[config.mk]
export PLATFORM = sky130hd
export DESIGN_NAME = hilo_unit
export DESIGN_NICKNAME = d
export VERILOG_FILES = /design/src/rtl/mips_pkg.sv /design/src/rtl/hilo_divider.sv /design/src/rtl/hilo_unit.sv
export SDC_FILE = /design/constraint.sdc
export NUM_CORES = 1
export LEC_CHECK = 0
export CORE_UTILIZATION = 47
export DETAILED_ROUTE_END_ITERATION = 10
export HOLD_SLACK_MARGIN = 0.03
export PLACE_DENSITY = 0.81
export SLEW_MARGIN = 20
export SYNTH_ARGS = -nofsm -noshare
export SYNTH_HDL_FRONTEND = slang
export SYNTH_SLANG_ARGS = --single-unit
[constraint.sdc]
create_clock -name clk -period 4 [get_ports clk]
set_clock_uncertainty 0.2 [all_clocks]
set_input_delay 0.4 -clock clk [delete_from_list [all_inputs] [get_ports clk]]
set_output_delay 0.4 -clock clk [all_outputs]
set_load 0.03 [all_outputs]
[src/rtl/mips_pkg.sv]
// Shared MIPS definitions: funct codes used by the decoder, ALU and HI/LO unit,
// plus the HI/LO FSM state type and a small funct decoder.
package mips_pkg;

  localparam logic [5:0] FUNCT_MFHI  = 6'b010000;
  localparam logic [5:0] FUNCT_MTHI  = 6'b010001;
  localparam logic [5:0] FUNCT_MFLO  = 6'b010010;
  localparam logic [5:0] FUNCT_MTLO  = 6'b010011;
  localparam logic [5:0] FUNCT_MULT  = 6'b011000;
  localparam logic [5:0] FUNCT_MULTU = 6'b011001;
  localparam logic [5:0] FUNCT_DIV   = 6'b011010;
  localparam logic [5:0] FUNCT_DIVU  = 6'b011011;
  localparam logic [5:0] FUNCT_HALT  = 6'b111111;

  typedef enum logic [1:0] {
    IDLE = 2'd0,
    DIV  = 2'd1,
    FIN  = 2'd2
  } hilo_state_t;

  typedef struct packed {
    logic is_mult;
    logic is_div;
    logic is_signed;
    logic wr_hi;
    logic wr_lo;
  } hilo_op_t;

  // Anything not recognised decodes to all-zero, i.e. a no-op for HI/LO.
  function automatic hilo_op_t decode_funct(input logic [5:0] funct);
    hilo_op_t op;
    op = '0;
    case (funct)
      FUNCT_MULT: begin
        op.is_mult   = 1'b1;
        op.is_signed = 1'b1;
      end
      FUNCT_MULTU: op.is_mult = 1'b1;
      FUNCT_DIV: begin
        op.is_div    = 1'b1;
        op.is_signed = 1'b1;
      end
      FUNCT_DIVU: op.is_div = 1'b1;
      FUNCT_MTHI: op.wr_hi  = 1'b1;
      FUNCT_MTLO: op.wr_lo  = 1'b1;
      default:    op        = '0;
    endcase
    return op;
  endfunction

endpackage

[src/rtl/hilo_divider.sv]
// Unsigned restoring divider, one quotient bit per cycle; done pulses on the last step.
// WIDTH cycles after start; start is only honoured while idle by the caller.
module hilo_divider #(
  parameter int WIDTH = 32
) (
  input  logic             clk,
  input  logic             rst_n,
  input  logic             start,
  input  logic [WIDTH-1:0] dividend,
  input  logic [WIDTH-1:0] divisor,
  output logic             done,
  output logic [WIDTH-1:0] quotient,
  output logic [WIDTH-1:0] remainder
);

  localparam int CW = $clog2(WIDTH);
  localparam logic [CW-1:0] LAST = CW'(WIDTH - 1);

  logic             running;
  logic [CW-1:0]    count;
  logic [WIDTH-1:0] quo_q;
  logic [WIDTH-1:0] rem_q;
  logic [WIDTH-1:0] dsr_q;
  logic [WIDTH:0]   rem_shift;
  logic [WIDTH-1:0] rem_sub;
  logic             fits;

  // The quotient register doubles as the dividend shifter: its MSB feeds the
  // partial remainder while the new quotient bit enters at the LSB.
  always_comb begin
    rem_shift = {rem_q, quo_q[WIDTH-1]};
    fits      = (rem_shift >= {1'b0, dsr_q});
    rem_sub   = rem_shift[WIDTH-1:0] - dsr_q;
    done      = running && (count == LAST);
  end

  always_ff @(posedge clk or negedge rst_n) begin
    if (!rst_n) begin
      running <= 1'b0;
      count   <= '0;
      quo_q   <= '0;
      rem_q   <= '0;
      dsr_q   <= '0;
    end else if (start) begin
      running <= 1'b1;
      count   <= '0;
      quo_q   <= dividend;
      rem_q   <= '0;
      dsr_q   <= divisor;
    end else if (running) begin
      quo_q <= {quo_q[WIDTH-2:0], fits};
      rem_q <= fits ? rem_sub : rem_shift[WIDTH-1:0];
      count <= count + 1'b1;
      if (done) begin
        running <= 1'b0;
      end
    end
  end

  assign quotient  = quo_q;
  assign remainder = rem_q;

endmodule

[src/rtl/hilo_unit.sv]
// HI/LO register pair: MULT/MTHI/MTLO write next cycle, DIV/DIVU take WIDTH+1 busy cycles.
// req_ready drops while a divide is in flight; a held request is taken once busy clears.
module hilo_unit
  import mips_pkg::*;
#(
  parameter int WIDTH = 32
) (
  input  logic             clk,
  input  logic             rst_n,
  input  logic             req_valid,
  input  logic [5:0]       req_funct,
  input  logic [WIDTH-1:0] opa,
  input  logic [WIDTH-1:0] opb,
  input  logic [WIDTH-1:0] prod_lo,
  input  logic [WIDTH-1:0] prod_hi,
  output logic             req_ready,
  output logic             busy,
  output logic [WIDTH-1:0] hi,
  output logic [WIDTH-1:0] lo
);

  hilo_state_t      state;
  hilo_state_t      state_nxt;
  hilo_op_t         op;
  logic             accept;
  logic             div_start;
  logic             div_done;
  logic [WIDTH-1:0] mag_a;
  logic [WIDTH-1:0] mag_b;
  logic [WIDTH-1:0] quotient;
  logic [WIDTH-1:0] remainder;

  logic             q_neg_q;
  logic             r_neg_q;
  logic             zero_q;
  logic [WIDTH-1:0] opa_q;

  logic [WIDTH-1:0] q_fix;
  logic [WIDTH-1:0] r_fix;
  logic             hi_we;
  logic             lo_we;
  logic [WIDTH-1:0] hi_d;
  logic [WIDTH-1:0] lo_d;

  always_comb begin
    op        = decode_funct(req_funct);
    accept    = req_valid && req_ready;
    div_start = accept && op.is_div;
    mag_a     = (op.is_signed && opa[WIDTH-1]) ? (~opa + 1'b1) : opa;
    mag_b     = (op.is_signed && opb[WIDTH-1]) ? (~opb + 1'b1) : opb;
  end

  hilo_divider #(.WIDTH(WIDTH)) u_div (
    .clk       (clk),
    .rst_n     (rst_n),
    .start     (div_start),
    .dividend  (mag_a),
    .divisor   (mag_b),
    .done      (div_done),
    .quotient  (quotient),
    .remainder (remainder)
  );

  // Everything needed for the fix-up is captured at accept so the request
  // ports are free to change for the rest of the divide.
  always_ff @(posedge clk or negedge rst_n) begin
    if (!rst_n) begin
      q_neg_q <= 1'b0;
      r_neg_q <= 1'b0;
      zero_q  <= 1'b0;
      opa_q   <= '0;
    end else if (div_start) begin
      q_neg_q <= op.is_signed && (opa[WIDTH-1] ^ opb[WIDTH-1]);
      r_neg_q <= op.is_signed && opa[WIDTH-1];
      zero_q  <= (opb == '0);
      opa_q   <= opa;
    end
  end

  always_ff @(posedge clk or negedge rst_n) begin
    if (!rst_n) begin
      state <= IDLE;
    end else begin
      state <= state_nxt;
    end
  end

  always_comb begin
    state_nxt = state;
    case (state)
      IDLE:    if (div_start) state_nxt = DIV;
      DIV:     if (div_done)  state_nxt = FIN;
      FIN:     state_nxt = IDLE;
      default: state_nxt = IDLE;
    endcase
  end

  always_comb begin
    busy      = (state != IDLE);
    req_ready = ~busy;
    q_fix     = q_neg_q ? (~quotient + 1'b1) : quotient;
    r_fix     = r_neg_q ? (~remainder + 1'b1) : remainder;
    hi_we     = 1'b0;
    lo_we     = 1'b0;
    hi_d      = hi;
    lo_d      = lo;
    case (state)
      IDLE: begin
        if (accept && op.is_mult) begin
          hi_we = 1'b1;
          lo_we = 1'b1;
          hi_d  = prod_hi;
          lo_d  = prod_lo;
        end
        if (accept && op.wr_hi) begin
          hi_we = 1'b1;
          hi_d  = opa;
        end
        if (accept && op.wr_lo) begin
          lo_we = 1'b1;
          lo_d  = opa;
        end
      end
      FIN: begin
        hi_we = 1'b1;
        lo_we = 1'b1;
        hi_d  = zero_q ? opa_q : r_fix;
        lo_d  = zero_q ? '1    : q_fix;
      end
      default: begin
        hi_we = 1'b0;
        lo_we = 1'b0;
      end
    endcase
  end

  always_ff @(posedge clk or negedge rst_n) begin
    if (!rst_n) begin
      hi <= '0;
      lo <= '0;
    end else begin
      if (hi_we) hi <= hi_d;
      if (lo_we) lo <= lo_d;
    end
  end

endmodule

== Word level (Yosys, flattened, before mapping) ==
Index checks and enable logic that the tools add are counted.
Storage, ports and cells
  logic and storage cells: 93
  bits in registers: 203
Operators by class
  mux-type cells: 35
  $add $sub $neg: 6
  equality and inequality tests: 13
  reduce and logical (&&, ||, !) cells: 20
  $lt $le $gt $ge: 1
  bitwise gates (word level): 6
Operators by type and width (number)
  32-bit two-way mux: 15
  32-bit by 1-bit adder with 32-bit output (second input constant): 4
  32-bit NOT: 4
  32-bit one-hot mux with 2 select lines: 2
  6-bit by 5-bit == test with 1-bit output (second input constant): 6
  33-bit by 32-bit >= comparator with 1-bit output: 1
  32-bit zero test: 1
  32-bit subtractor: 1
  1-bit two-way mux: 11
  5-bit two-way mux: 2
  1-bit logical AND: 9
  3-bit inequality test (second input constant): 2
  3-bit AND reduction: 2
  2-bit nonzero test: 3
  2-bit OR reduction: 3
  5-bit by 1-bit adder with 5-bit output (second input constant): 1
  5-bit == test (second input constant): 1
  2-bit two-way mux: 2
  2-bit inequality test (second input constant): 2
  1-bit one-hot mux with 2 select lines: 2
  2-bit one-hot mux with 2 select lines: 1
  2-bit by 1-bit == test with 1-bit output (second input constant): 1
  2-bit == test (second input constant): 1
  2-bit zero test: 1
  other kinds (3): 3

== Longest topological paths before layout ==
Gate-level depths: netlist of run 1.
  depth after elaboration: 8
  gate-level depth with buffers: 13
  mapped depth without buffers: 13

== By module ==
From an unflattened synthesis of run 1, not the netlist that was laid out.
Unflattened totals
  cells, all modules: 1686
  area total of the unflattened synthesis: 14476.4 µm²
By module, submodules not included
  hilo_unit: sequential area each 2527.4 µm², cells each 959, times used 1, area an instance 8134.1 µm²
  hilo_divider: sequential area each 2552.4 µm², cells each 727, times used 1, area an instance 6342.3 µm²

== Least setup slack after synthesis of run 1 ==
No wires, ideal clock.
  path kind: register -> register
  start point: reg u_div.rem_q[3], in the netlist u_div.remainder[3]
  end point: reg u_div.rem_q[18], in the netlist u_div.remainder[18]
  period minus slack after synthesis: 3484 ps
  data required time: 3663 ps
  stages on the path, launching flop included: 12
  library setup time: 137 ps
  data arrival time: 3147 ps
  setup slack: 516 ps
  path through: dfrtp_1 -> ha_1 -> and3_1 -> o21ai_0 -> a311o_1 -> o21ai_0 -> a31oi_1 -> o31a_1 -> nand2_1 -> buf_2 -> mux2i_1 -> a21oi_1
On the way
  cells in the longest elaborated chain, start to end: 4
  elaborated cells on any way between the ends: 5
  those cells by class: add/sub (1); order compare (1); mux (3)
RTL lines
  start, declared: line hilo_divider.sv:22  | logic [WIDTH-1:0] rem_q;
  start signal, assigned: line hilo_divider.sv:52  | rem_q <= fits ? rem_sub : rem_shift[WIDTH-1:0];
  32-bit subtractor / 33-bit by 32-bit >= comparator with 1-bit output (equally long branches): line hilo_divider.sv:33, hilo_divider.sv:32
  32-bit two-way mux (*): line hilo_divider.sv:52
  32-bit two-way mux (*): line hilo_divider.sv:50  | end else if (running) begin
  32-bit two-way mux (*): line hilo_divider.sv:44  | end else if (start) begin
Every way passes the cells marked *; elsewhere a longest branch is shown, timed or not. The select of a mux whose other input is x is not followed.
A chain may end at the register's enable or synchronous reset.

== Worst setup path in the final report of run 1 ==
  start point: reg u_div.quo_q[12], in the netlist u_div.quotient[12]
  end point: reg lo[28]
On the way
  cells in the longest elaborated chain, start to end: 5
RTL lines
  start, declared: line hilo_divider.sv:21  | logic [WIDTH-1:0] quo_q;
  start signal, assigned: line hilo_divider.sv:47  | quo_q <= dividend;
  start signal, assigned: line hilo_divider.sv:51  | quo_q <= {quo_q[WIDTH-2:0], fits};
  32-bit NOT: line hilo_unit.sv:101  | q_fix = q_neg_q ? (~quotient + 1'b1) : quotient;
  32-bit by 1-bit adder with 32-bit output: line hilo_unit.sv:101
  32-bit two-way mux: line hilo_unit.sv:101
  32-bit two-way mux: line hilo_unit.sv:128  | lo_d = zero_q ? '1 : q_fix;
  32-bit one-hot mux with 2 select lines: line hilo_unit.sv:107  | case (state)
  end signal, assigned: line hilo_unit.sv:143  | if (lo_we) lo <= lo_d;
  end, declared: line hilo_unit.sv:19  | output logic [WIDTH-1:0] lo
Every way passes these cells.

==> results of run 1 <==
[area by class of cell]
class	instances	area [µm²]
timing repair buffer	250	2446
sequential	203	5085
fill	2497	11640
inverter	63	236.5
clock buffer	34	708.2
multi-input combinational	1332	8237
clock inverter	8	101.3
tap	384	480.5
[stage by stage]
step | total power, mW | area, µm² | utilization (%)
after global routing | 12.08 | 17290 | 59.77
after global placement | 8.904 | 16430 | 56.77
after detailed placement | 9.050 | 16430 | 56.77
after CTS | 11.31 | 17250 | 59.60
after floorplan | 7.184 | 13960 | -
final | 11.35 | 17290 | 59.77
[layout by cell type, fill, tap and decap left out, types with 7 or more instances in the layout]
cell type        Yosys  final
nor2b_1             10     10
nor3_1              25     25
o41ai_1             14     14
or3_1               14     14
xnor2_1             77     77
o211ai_1            11     11
buf_4                0     43
nand3_1             30     30
mux2i_1             76     76
and3_1               8      8
nand2_1            320    320
clkdlybuf4s50_1      0    201
o21ai_0            203    203
inv_1               63     63
nor2_1              64     62
or4_1               10     10
clkbuf_8             0      8
xor2_1              67     67
a221oi_1            10     10
a21o_1              27     27
ha_1                38     38
o31ai_1             24     24
clkbuf_16            0     24
dfrtp_1            203    201
mux2_2              22     22
nor4_1              12     12
nand4_1             18     18
o22ai_1             23     23
and2_1               7      7
a31oi_1             17     17
a21oi_1            126    126
[logic make-up after synthesis]
kind of cell / after synthesis / share of synthesized area (%)
fa+ha+maj: 39 / 3.549
mux: 98 / 7.224
flops: 203 / 36.39
xor+xnor: 144 / 9.034
compound gates: 505 / 21.55
buf+inv: 175 / 4.759
simple gates: 546 / 17.49
[timing repair]
action                                 4_1_cts  5_1_grt
endpoints found under the hold margin      119        0
buffers inserted                             0        0
hold buffers                                 1        0
[flip-flops by register name, summed over array words and instances (netlist names)]
signal,flops
hi,32
lo,32
opa_q,32
q_neg_q,1
r_neg_q,1
state,2
u_div.count,5
u_div.dsr_q,32
u_div.quotient,32
u_div.remainder,32
u_div.running,1
zero_q,1
[critical path, stage by stage, from the launching register on]
cell and delay (ps):
dfrtp_1 430, or4_1 560, or3_1 340, or3_4 420, or4_4 440, or4_4 470, o21ai_2 140, xor2_1 70
a221oi_1 350, a21o_1 120
[how the worst max path moves through the flow]
| stage | from | endpoint | slack (ps) | cells after the start |
|---|---|---|---|---|
| after floorplan | u_div.remainder[3] | u_div.remainder[18] | 520 | 11 |
| after global placement | u_div.remainder[3] | u_div.remainder[0] | 510 | 11 |
| after detailed placement | u_div.quotient[12] | lo[28] | 430 | 9 |
| after CTS | u_div.quotient[12] | lo[28] | 410 | 9 |
| after global routing | u_div.remainder[3] | u_div.remainder[0] | 190 | 11 |
| final | u_div.quotient[12] | lo[28] | 380 | 9 |
[layer usage]
metal,routed length [µm],global-route usage [%],up-vias
met5,0,0,-
met2,19470,44.02,621
met3,3417,4.484,96
met4,1269,9.137,0
li1,-,-,6382
met1,17730,36.54,6467
[power breakdown]
part           switching, mW  internal (mW)
registers              0.958           2.79
logic                   2.96           2.42
clock network          0.870           1.35
total                   4.79           6.57
==> results.md, run 1 <==
- Status: finished clean
- Vias: between 10000 and 15000
- Setup WS pre-CTS: around 430 ps
- Core area: around 29000 µm²
- Worst EP required: 4270 ps
- Clock slew at reported path FFs: roughly 60 ps
- Worst reg-to-reg path cell count: 9
- Max Clock Freq: between 0.2 and 0.3 GHz
- Synth area leaders: dfrtp_1, nand2_1, o21ai_0, mux2i_1, xnor2_1
- Nets: about 2100
- FFs w/ async S/R, synth: 100.0%
- CTS sink count: between 200 and 250
- Die width: 174.4 µm
- R2r startpoint: u_div.quotient[12]
- TritonRoute pass-1 iters: 6
- Syn Nets: 1886
- Syn-to-layout area delta: 23.88%
- Overall Global Routing Usage: roughly 27%
- Sequential element share of the synthesized area: 36.39%
- Mapped Area: between 10000 and 15000 µm²
- Row cnt: 62
- Placed insts: about 2200
- Crit Path Class: reg2reg
- Largest net degree at the start of global routing: approximately 120
- Initial Util: between 40% and 50%
- Gr ovfl total: 0
- Post-layout min period: approximately 3600 ps
- Bufs on Longest Clock Path: 3
- Post-synthesis area per instance: between 8 and 9 µm²
- Most used DFF post-synth: dfrtp_1
- Max-Cap Viols: 0
- Crit Path Max Fanout: 5
- GPL Wtd Cong: 0.9557
- Die Ht: roughly 170 µm
- Port Buffers: ~200
- RSZ-0062 raised after global routing: no
- Share of layout cells above drive strength 1: 6.614%
- First-pass GRT wire length: around 67000 µm
- Worst-Skew Late Latency: ~540 ps
- R2r setup slk: between 300 and 400 ps
- Final setup vio count: 0
- Vias in the first global route: around 13000
- DRC viols: 0
- Worst hold slack: 168.7 ps
- HPWL after DPL: around 31000 µm
- Post_cts resized: 0
- Post-Layout Cell Count: ~2300
- VDD IR-drop max: 0.4322 mV
- Yosys top cell area share: a little over a third
- Diode count: 0
- Via-per-instance ratio: between 5 and 6
- TritonCTS Buffers: 24
- Synth cell count leaders: nand2_1, dfrtp_1, o21ai_0
- Cell area power density: approximately 660 nW/µm²
- Final TNS setup: 0 ps
- DRT iter0 DRCs: approximately 1400
- Initial antenna violation count: 0
- Worst slew pin tran: approximately 950 ps
- Cell taking the most area after synthesis: dfrtp_1
- Critical path startpoint category: flop
- Final period utilization: approximately nine tenths
- Critical path arrival: 3890 ps
- Unique masters post-synth: 65
- Leak pwr: approximately 7.4 nW
- Hold Violations, Final: 0
- Routed wire length: approximately 42000 µm
- Die area: between 30000 and 40000 µm²
- Antenna Violating Nets Remaining: 0
- Clk root buf: clkbuf_16
- EDFF count, synth: 0
- Setup ws final: 380.4 ps
- DR WL/cell: around 18 µm
- H-Tree Depth: 1
- I/O pin count: 203
- Count leader, synth: nand2_1
- CTS tree: built
- Flops & latches, synth: slightly above 200
- Final-report max-slew violation count: 0
- Rel. slew slack: 36.62%
- Synth warnings: 0
- Worst min path class: in2async
- Syn Inst Count: roughly 1700
- R2r endpoint: lo[28]
- Crit. End Element: flop
No activity file was read; power rests on OpenSTA's default activity.
==> run 2: changes to the inputs <==
Settings changed: SLEW_MARGIN 20 to not set.
==> run 2 against run 1 <==
Compared with the run above:
- total power is essentially flat
- count of clock-buffer cells in the layout is the same
- highest routed layer unchanged
- first-iteration DRC count shrank 3.6%
==> results.md, run 2 (same netlist as run 1, synthesis figures left out) <==
- Syn-to-layout area delta: 23.53%
- Bufs on Longest Clock Path: 3
- Diode count: 0
- Row cnt: slightly above 60
- Rel. slew slack: between 20% and 30%
- Routed wire length: around 42000 µm
- Worst min path class: reg2reg
- DRT iter0 DRCs: between 1000 and 1500
- Crit Path Class: reg2reg
- Hold Path Origin: opa_q[9]
- Initial antenna violation count: 0
- Hold Violations, Final: 0
- Worst reg-to-reg path cell count: 9
- Filler cells: roughly 2500
- Hold Path Sink: opa_q[9]
- Antenna Violating Nets Remaining: 0
- GPL Wtd Cong: 0.9557
- Vias in the first global route: approximately 13000
- DRC viols: 0
- TritonCTS Buffers: 24
- Final-report max-slew violation count: 0
- Clock slew at reported path FFs: 60 ps
- Worst slew pin tran: around 1200 ps
- Critical path arrival: 3890 ps
- R2r endpoint: lo[28]
- Die Ht: about 170 µm
- Hold Path Stages: 2
- R2r setup slk: 380 ps
- Crit. End Element: flop
- Die area: roughly 30000 µm²
- First-pass GRT wire length: between 60000 and 70000 µm
- I/O pin count: about 200
- Overall Global Routing Usage: between 20% and 30%
- Final setup vio count: 0
- HPWL after DPL: about 31000 µm
- RSZ-0062 raised after global routing: no
- Leak pwr: 7.398 nW
- Clk root buf: clkbuf_16
- H-Tree Depth: 1
- Status: finished clean
- Post-layout min period: about 3600 ps
- Port Buffers: around 200
- Register Area: roughly 5100 µm²
- Max-Cap Viols: 0
- Die width: between 150 and 200 µm
- DR WL/cell: ~18 µm
- Cell area power density: about 660 nW/µm²
- CTS tree: built
- CTS sink count: just over 200
- Final period utilization: between 90% and 100%
- Share of layout cells above drive strength 1: between 6 and 7%
- VDD IR-drop max: 0.4317 mV
- Initial Util: 48.25%
- Worst-Skew Late Latency: approximately 540 ps
- Via-per-instance ratio: 5.950
- Nets: roughly 2000
- Core area: slightly below 30000 µm²
- Most common cell after layout, fill and taps aside: nand2_1
- TritonRoute pass-1 iters: 5
- Gr ovfl total: 0
- Worst EP required: between 4000 and 5000 ps
- Multi-input logic area: 8237 µm²
- Max Clock Freq: about 0.28 GHz
- Final TNS setup: 0 ps
- Critical path startpoint category: flop
- Fin util: ~60%
- R2r startpoint: u_div.quotient[12]
- Most frequent cells in the layout: nand2_1, o21ai_0, dfrtp_1, clkdlybuf4s50_1, a21oi_1
- Largest net degree at the start of global routing: between 100 and 150
- Crit Path Max Fanout: 5
- Vias: roughly 14000
-- run 2: layout make-up --
type	instances	area share, %
multi-input cells	1332	47.76
flip-flops and latches	203	29.48
repair buffers	248	13.91
clock buffers	34	4.106
well taps	384	2.786
inverters	63	1.371
clock inverters	8	0.5876
-- run 2: what timing repair did --
action / in CTS / in global routing
resized for setup: 0 / 0
endpoints found under the hold margin: 119 / 0
hold buffers: 1 / 0
setup endpoints to repair: 0 / 0
buffers inserted: 0 / 0
-- run 2: worst max path at each step --
stage                             from                  end  slack (ps)  cells after the start
finish              u_div.quotient[12]               lo[28]         380                      9
global route        u_div.remainder[3]   u_div.remainder[0]         190                     11
CTS                 u_div.quotient[12]               lo[28]         410                      9
detailed placement  u_div.quotient[12]               lo[28]         430                      9
global placement    u_div.remainder[3]   u_div.remainder[0]         510                     11
floorplan           u_div.remainder[3]  u_div.remainder[18]         520                     11
-- run 2: stage by stage --
| step | hold slack (ps) | worst slack, ps | instance area (µm²) | std cells | total power [mW] |
|---|---|---|---|---|---|
| 2_1_floorplan | -95.59 | 516.4 | 13960 | 1710 | 7.184 |
| 3_3_place_gp | 257.5 | 506.2 | 16430 | 2229 | 8.904 |
| 3_5_place_dp | 263.3 | 427.4 | 16430 | 2229 | 9.050 |
| 4_1_cts | 278.3 | 406.6 | 17250 | 2272 | 11.31 |
| 5_1_grt | 297.8 | 193.6 | 17250 | 2272 | 12.07 |
| 6_report | 275.0 | 382.9 | 17250 | 2272 | 11.34 |
-- run 2: critical path: stages, from the launching register on --
cell,delay [ps]
dfrtp_1,430
or4_1,560
or3_1,350
or3_4,420
or4_4,440
or4_4,470
o21ai_2,140
xor2_1,70
a221oi_1,340
a21o_1,120
-- run 2: metal layers --
metal	vias to the layer above	track usage (%)	routed length, µm
met5	-	0	0
met4	0	9.137	1283
met1	6426	36.54	17610
li1	6375	-	-
met2	627	44.02	19450
met3	90	4.484	3418
-- run 2: power breakdown --
group / internal [mW] / switching [mW] / total, mW
registers: 2.79 / 0.959 / 3.74
logic: 2.42 / 2.95 / 5.37
clock network: 1.35 / 0.872 / 2.23
total: 6.56 / 4.78 / 11.3
